File: config.mk
export PLATFORM = sky130hd
export DESIGN_NAME = fwd_hazard_unit
export DESIGN_NICKNAME = d
export VERILOG_FILES = /design/src/rtl/fwd_hazard_unit.sv
export SDC_FILE = /design/constraint.sdc
export NUM_CORES = 1
export LEC_CHECK = 0
export ABC_CLOCK_PERIOD_IN_PS = 3900
export BUFFER_PORTS_ARGS = -buffer_cell sky130_fd_sc_hd__buf_2
export CORE_MARGIN = 5
export CORE_UTILIZATION = 59
export DETAILED_ROUTE_END_ITERATION = 10
export PLACE_DENSITY_LB_ADDON = 0.15
export SYNTH_ARGS = -nofsm -noshare
export SYNTH_HDL_FRONTEND = slang
export SYNTH_SLANG_ARGS = --single-unit
File: constraint.sdc
create_clock -name clk -period 3.9 [get_ports clk]
set_input_delay 0.78 -clock clk [delete_from_list [all_inputs] [get_ports clk]]
set_output_delay 0.78 -clock clk [all_outputs]
set_load 0.01 [all_outputs]
File: src/rtl/fwd_hazard_unit.sv
// Forwarding selects and load-use stall from shadow EX/MEM/WB destination state.
// Optional FWD_HAZARD_STATS_EN adds saturating stall/forward event counters.
module fwd_hazard_unit #(
  parameter int NUM_SRC  = 2,
  parameter int AW       = 5,
  parameter int LOAD_LAT = 1
) (
  input  logic                   clk,
  input  logic                   rst,
  input  logic                   id_valid,
  input  logic [NUM_SRC*AW-1:0]  id_src,
  input  logic [NUM_SRC-1:0]     id_src_used,
  input  logic [AW-1:0]          id_dst,
  input  logic                   id_wen,
  input  logic                   id_is_load,
  input  logic                   flush,
  output logic                   stall,
  output logic [2*NUM_SRC-1:0]   fwd_sel
`ifdef FWD_HAZARD_STATS_EN
  ,
  output logic [31:0]            stat_stall_cycles,
  output logic [31:0]            stat_fwd_events
`endif
);

  typedef struct packed {
    logic          valid;
    logic          wen;
    logic [AW-1:0] dst;
  } wr_t;

  typedef enum logic {IDLE, HOLD} st_e;

  localparam logic [2:0] HOLD_INIT = 3'(LOAD_LAT - 1);

  wr_t                  ex_q, ex_d, mem_q, wb_q;
  logic                 ex_load_q, ex_load_d;
  logic [NUM_SRC*AW-1:0] ex_src_q, ex_src_d;
  logic [NUM_SRC-1:0]   ex_used_q, ex_used_d;
  st_e                  st_q, st_d;
  logic [2:0]           cnt_q, cnt_d;
  logic                 hazard;
  logic                 take;

  function automatic logic is_wr(wr_t s);
    return s.valid && s.wen && (s.dst != '0);
  endfunction

  // Youngest producer (MEM) wins over WB
  always_comb begin
    fwd_sel = '0;
    for (int i = 0; i < NUM_SRC; i++) begin
      if (ex_used_q[i] && is_wr(mem_q) &&
          mem_q.dst == ex_src_q[i*AW +: AW])
        fwd_sel[2*i +: 2] = 2'b01;
      else if (ex_used_q[i] && is_wr(wb_q) &&
               wb_q.dst == ex_src_q[i*AW +: AW])
        fwd_sel[2*i +: 2] = 2'b10;
    end
  end

  always_comb begin
    hazard = 1'b0;
    for (int i = 0; i < NUM_SRC; i++) begin
      if (id_src_used[i] && id_src[i*AW +: AW] == ex_q.dst)
        hazard = 1'b1;
    end
    hazard = hazard && id_valid && !flush &&
             is_wr(ex_q) && ex_load_q;
  end

  always_comb begin
    st_d  = st_q;
    cnt_d = cnt_q;
    stall = 1'b0;
    unique case (st_q)
      IDLE: begin
        stall = hazard;
        if (hazard && LOAD_LAT > 1) begin
          st_d  = HOLD;
          cnt_d = HOLD_INIT;
        end
      end
      HOLD: begin
        stall = 1'b1;
        if (cnt_q <= 3'd1) begin
          st_d  = IDLE;
          cnt_d = 3'd0;
        end else begin
          cnt_d = cnt_q - 3'd1;
        end
      end
      default: begin
        st_d  = IDLE;
        cnt_d = 3'd0;
      end
    endcase
    if (flush) begin
      st_d  = IDLE;
      cnt_d = 3'd0;
    end
  end

  // Bubbles clear every EX field so a dead slot never forwards
  always_comb begin
    take      = id_valid && !stall && !flush;
    ex_d      = '0;
    ex_load_d = 1'b0;
    ex_src_d  = '0;
    ex_used_d = '0;
    if (take) begin
      ex_d.valid = 1'b1;
      ex_d.wen   = id_wen;
      ex_d.dst   = id_dst;
      ex_load_d  = id_is_load;
      ex_src_d   = id_src;
      ex_used_d  = id_src_used;
    end
  end

  always_ff @(posedge clk) begin
    if (rst) begin
      ex_q      <= '0;
      mem_q     <= '0;
      wb_q      <= '0;
      ex_load_q <= 1'b0;
      ex_src_q  <= '0;
      ex_used_q <= '0;
      st_q      <= IDLE;
      cnt_q     <= 3'd0;
    end else begin
      ex_q      <= ex_d;
      mem_q     <= ex_q;
      wb_q      <= mem_q;
      ex_load_q <= ex_load_d;
      ex_src_q  <= ex_src_d;
      ex_used_q <= ex_used_d;
      st_q      <= st_d;
      cnt_q     <= cnt_d;
    end
  end

`ifdef FWD_HAZARD_STATS_EN
  logic [31:0] sc_q, fe_q;

  always_ff @(posedge clk) begin
    if (rst) begin
      sc_q <= '0;
      fe_q <= '0;
    end else begin
      if (stall && sc_q != '1)
        sc_q <= sc_q + 32'd1;
      if ((|fwd_sel) && fe_q != '1)
        fe_q <= fe_q + 32'd1;
    end
  end

  assign stat_stall_cycles = sc_q;
  assign stat_fwd_events   = fe_q;
`endif

endmodule

==> results.md <==
Yosys:
- The mapped netlist covers roughly 0.0017 mm2.
- The post-synthesis adder-cell area fraction is 0.0148.
- By area the synthesized netlist is led by sky130_fd_sc_hd__dfxtp_1, sky130_fd_sc_hd__xnor2_1, sky130_fd_sc_hd__a21oi_2, sky130_fd_sc_hd__nand2_1, sky130_fd_sc_hd__nor2b_1.
- The synthesized-area fraction occupied by ao, oa, aoi and oai cells came to 0.142.
- The cell count after synthesis is between 150 and 200.
- Of the post-synthesis cell area, the part taken by muxes is 0.00667.
- The share of synthesized cell area in and, or, nand and nor gates is 0.200.
- The synthesized design contains 38 register bits.
- The Yosys warning count is 0.
- The mean post-synth cell area is slightly below 10 um2.
- The share of synthesized area in the top cell type comes to 0.450.
- Of the total synthesized cell area, the portion taken by XOR and XNOR cells is 0.156.
- The combinational family with the most area after synthesis is simple AND/OR/NAND/NOR gates.
- Synthesis produced a netlist with a net count of just under 200.
- Of the synthesized area, sequential elements account for 0.450.
- The most area-hungry cell type in the Yosys netlist is sky130_fd_sc_hd__dfxtp_1.
- The netlist uses 31 different library cells.

Status:
- The run finished with clean final reports.

Timing:
- The final number of max-transition violations came to 0.
- The slew of the pin with the lowest slew margin is roughly 510 ps.
- The number of hold violations in the final report is 0.
- Setup repair after global routing left no endpoint under its margin.
- The maximum frequency from static timing analysis is approximately 380 MHz.
- For the final routed database, the setup TNS stands at 0 ps.
- The minimum hold slack is between 400 and 500 ps.
- Of the available clock period, the critical path in the final layout requires 0.670.
- In this run the tightest slew margin relative to its limit is 0.657.
- The clock period minus final worst setup slack is approximately 2600 ps.
- Setup slack on the critical path of the routed design comes to about 1300 ps.
- The number of failing setup endpoints in the final timing report is 0.
- Clock skew on the completed layout was measured at approximately 4 ps.

Die:
- The die area is 0.00403 mm2.
- The floorplan row count is 19.
- The core region is between 0.002 and 0.003 mm2.
- The initial utilization of the core area, before any placement, comes to 0.613.
- The die is approximately 64 um wide.
- The die is approximately 64 um tall.
- Pin placement for this block handled 28 I/O pins.

Clock tree:
- The clock passes through at most 2 buffers.
- Clock tree synthesis inserted a total of 5 buffers.
- Clock-pin slew was measured on the worst setup and hold paths at approximately 100 ps.
- Clock latency on the worst-skew pair, taken at its later pin, is around 340 ps.
- Once the clock tree was built, the setup fixing pass inserted 0 buffers.
- The clock net sink count is 38.
- The TritonCTS clock tree is built.
- The tree is rooted in a sky130_fd_sc_hd__clkbuf_4.
- The count of hold-fix buffers inserted at cts is 0.
- The number of cells upsized or downsized after cts is 0.
- The H-tree was split into 2 levels.

Detailed routing:
- After detailed routing, the average wire length per cell comes to about 14 um.
- The routed via count is between 1k and 1.5k.
- The number of DRC violations after detailed routing is 0.
- Once detail routing completed, the nets flagged for antenna violations numbered 0.
- In this run, the number of DRC markers left after iteration 0 of detailed routing was 11.
- Using the TritonRoute via totals, the vias-per-cell ratio works out to around 5.3.
- The first detailed-routing pass ran for 4 iterations.
- The routed wire length is ~3300 um.

Worst setup path:
- The arrival time of the worst setup path is ~1800 ps.
- STA puts the critical path data required time at approximately 3100 ps.
- The worst register-to-register path begins at ex_q[1].
- Across all register-to-register paths, the minimum setup slack is approximately 2300 ps.
- The type of the worst setup path is register to primary output.
- The top fanout value on the critical path is 4.
- The worst setup path is launched from a register.
- The end of the worst register-to-register path is ex_src_q[3].
- The worst setup path is captured at a primary output.
- The worst register-to-register path has a depth of 5.

Global route:
- Global routing finished with a remaining overflow of 0.
- Across every metal layer, demand over resource in global routing totals 0.178.
- The first global-routing pass estimated around 5600 um of wire.
- The pin count of the biggest net entering global routing is 21.
- The number of antenna violations at the first check in global routing is 0.
- The via count of the first global-routing pass is about 1.2k.

Cells and area:
- The repair_antennas step left the layout with diodes totalling 0.
- The most common library cell in the layout ignoring fill and taps is sky130_fd_sc_hd__dfxtp_1.
- After the last flow step, the layout net total stands at ~230.
- The fraction of layout instances using a drive strength above 1 is 0.318.
- For this run, the number of standard cells in the final layout without fillers is 232.
- At the end of the flow the core is filled with cells to 0.697.
- The top cell types in the final layout, fill and taps aside, are sky130_fd_sc_hd__dfxtp_1, sky130_fd_sc_hd__buf_2, sky130_fd_sc_hd__nand2_1.
- With fillers left out, the area of the finished cells amounts to 0.00192 mm2.
- The signed area change from the synthesized netlist to the final layout is 13.9%.

Worst hold path:
- Along the worst hold path, the cell count comes to 1.
- The startpoint identified for the worst hold timing path is ex_q[6].
- The path with the worst hold slack has its endpoint at mem_q[6].
- The type of the tightest min-delay check is register to register.

Flow run:
- Max-cap violations in this run came to 0.

Place:
- The instance count after placement with tap cells included is between 200 and 250.
- The worst slack at placement is around 1500 ps.
- The placed instance area is roughly 0.0019 mm2.
- Routability-driven placement finished with a final weighted congestion of just over 0.8.
- After legalization and detailed placement, the total HPWL measured approximately 2600 um.
- The count of buffers from port buffering is 27.

Pwr:
- The static leakage is 0.762 nW.
- Across the VDD grid, the largest voltage drop is ~0.35 mV.
- The power density normalized to cell area is about 350 mW/mm2.
- The total power after layout is 0.666 mW.
power breakdown:
group	internal [mW]	switching [mW]	leakage (nW)	total, mW
sequential	0.396	0.00736	0.308	0.403
clock	0.0874	0.120	0.0353	0.208
combinational	0.0277	0.0276	0.418	0.0553
total	0.511	0.155	0.762	0.666
synth_stat cells:
master,number
sky130_fd_sc_hd__a21boi_2,1
sky130_fd_sc_hd__o211ai_2,1
sky130_fd_sc_hd__nor4b_1,1
sky130_fd_sc_hd__nor2_1,1
sky130_fd_sc_hd__mux2_2,1
sky130_fd_sc_hd__nor3_1,6
sky130_fd_sc_hd__nor2b_1,14
sky130_fd_sc_hd__xnor2_1,22
sky130_fd_sc_hd__clkbuf_1,3
sky130_fd_sc_hd__xor2_1,8
sky130_fd_sc_hd__a21o_1,1
sky130_fd_sc_hd__buf_6,2
sky130_fd_sc_hd__nand2_1,24
sky130_fd_sc_hd__a21oi_2,19
sky130_fd_sc_hd__nor4_1,2
sky130_fd_sc_hd__nor4b_2,1
sky130_fd_sc_hd__o22ai_1,1
sky130_fd_sc_hd__nor3_2,2
sky130_fd_sc_hd__nand3_1,3
sky130_fd_sc_hd__or4_1,3
sky130_fd_sc_hd__dfxtp_1,38
sky130_fd_sc_hd__o22a_1,1
sky130_fd_sc_hd__o21ba_1,1
sky130_fd_sc_hd__inv_1,2
sky130_fd_sc_hd__nor3b_1,1
sky130_fd_sc_hd__o211ai_1,1
sky130_fd_sc_hd__o21ai_1,1
sky130_fd_sc_hd__nand4_1,4
sky130_fd_sc_hd__buf_2,2
sky130_fd_sc_hd__ha_1,2
sky130_fd_sc_hd__a21oi_1,1
worst max-delay path, stage by stage, from the launching register on:
cell	delay [ps]
sky130_fd_sc_hd__dfxtp_1	360
sky130_fd_sc_hd__or4_1	540
sky130_fd_sc_hd__o211ai_2	190
sky130_fd_sc_hd__nor3_1	100
sky130_fd_sc_hd__nor3_2	160
sky130_fd_sc_hd__buf_2	140
worst max path at each step:
stage	from	endpoint	slack [ps]	depth (start not counted)
after floorplan	id_src[5]	stall	1740	4
after global placement	id_src[5]	stall	1480	6
after detailed placement	id_src[6]	stall	1480	6
after CTS	mem_q[1]	fwd_sel[3]	1250	5
after global routing	mem_q[1]	fwd_sel[1]	1100	5
final	mem_q[1]	fwd_sel[3]	1290	5
final cells by class:
class | instances | area, um2
clock buffer | 7 | 55.1
sequential | 38 | 761
fill | 220 | 835
inverter | 2 | 7.51
tap | 31 | 38.8
timing repair buffer | 30 | 158
clock inverter | 1 | 5.00
multi-input combinational | 123 | 898
cells by family after synthesis:
kind of cell / Yosys count
adder cells (fa/ha/maj): 2
AND/OR/NAND/NOR: 62
flip-flops: 38
XOR/XNOR: 30
buffers and inverters: 9
multiplexers: 1
AO/OA/AOI/OAI: 28
registers in the layout (all words and copies together), names as in the netlist:
name	flops
st_q	1
ex_load_q	1
cnt_q	3
ex_src_q	10
ex_q	7
mem_q	7
wb_q	7
ex_used_q	2
layer usage:
| layer | wire length (um) | global-route usage | up-vias |
|---|---|---|---|
| li1 | - | - | 630 |
| met1 | 1330 | 0.182 | 558 |
| met2 | 1690 | 0.311 | 32 |
| met3 | 185 | 0.0728 | 13 |
| met4 | 102 | 0.0857 | 0 |
| met5 | 0 | 0 | - |
(Power assumes the default switching activity.)
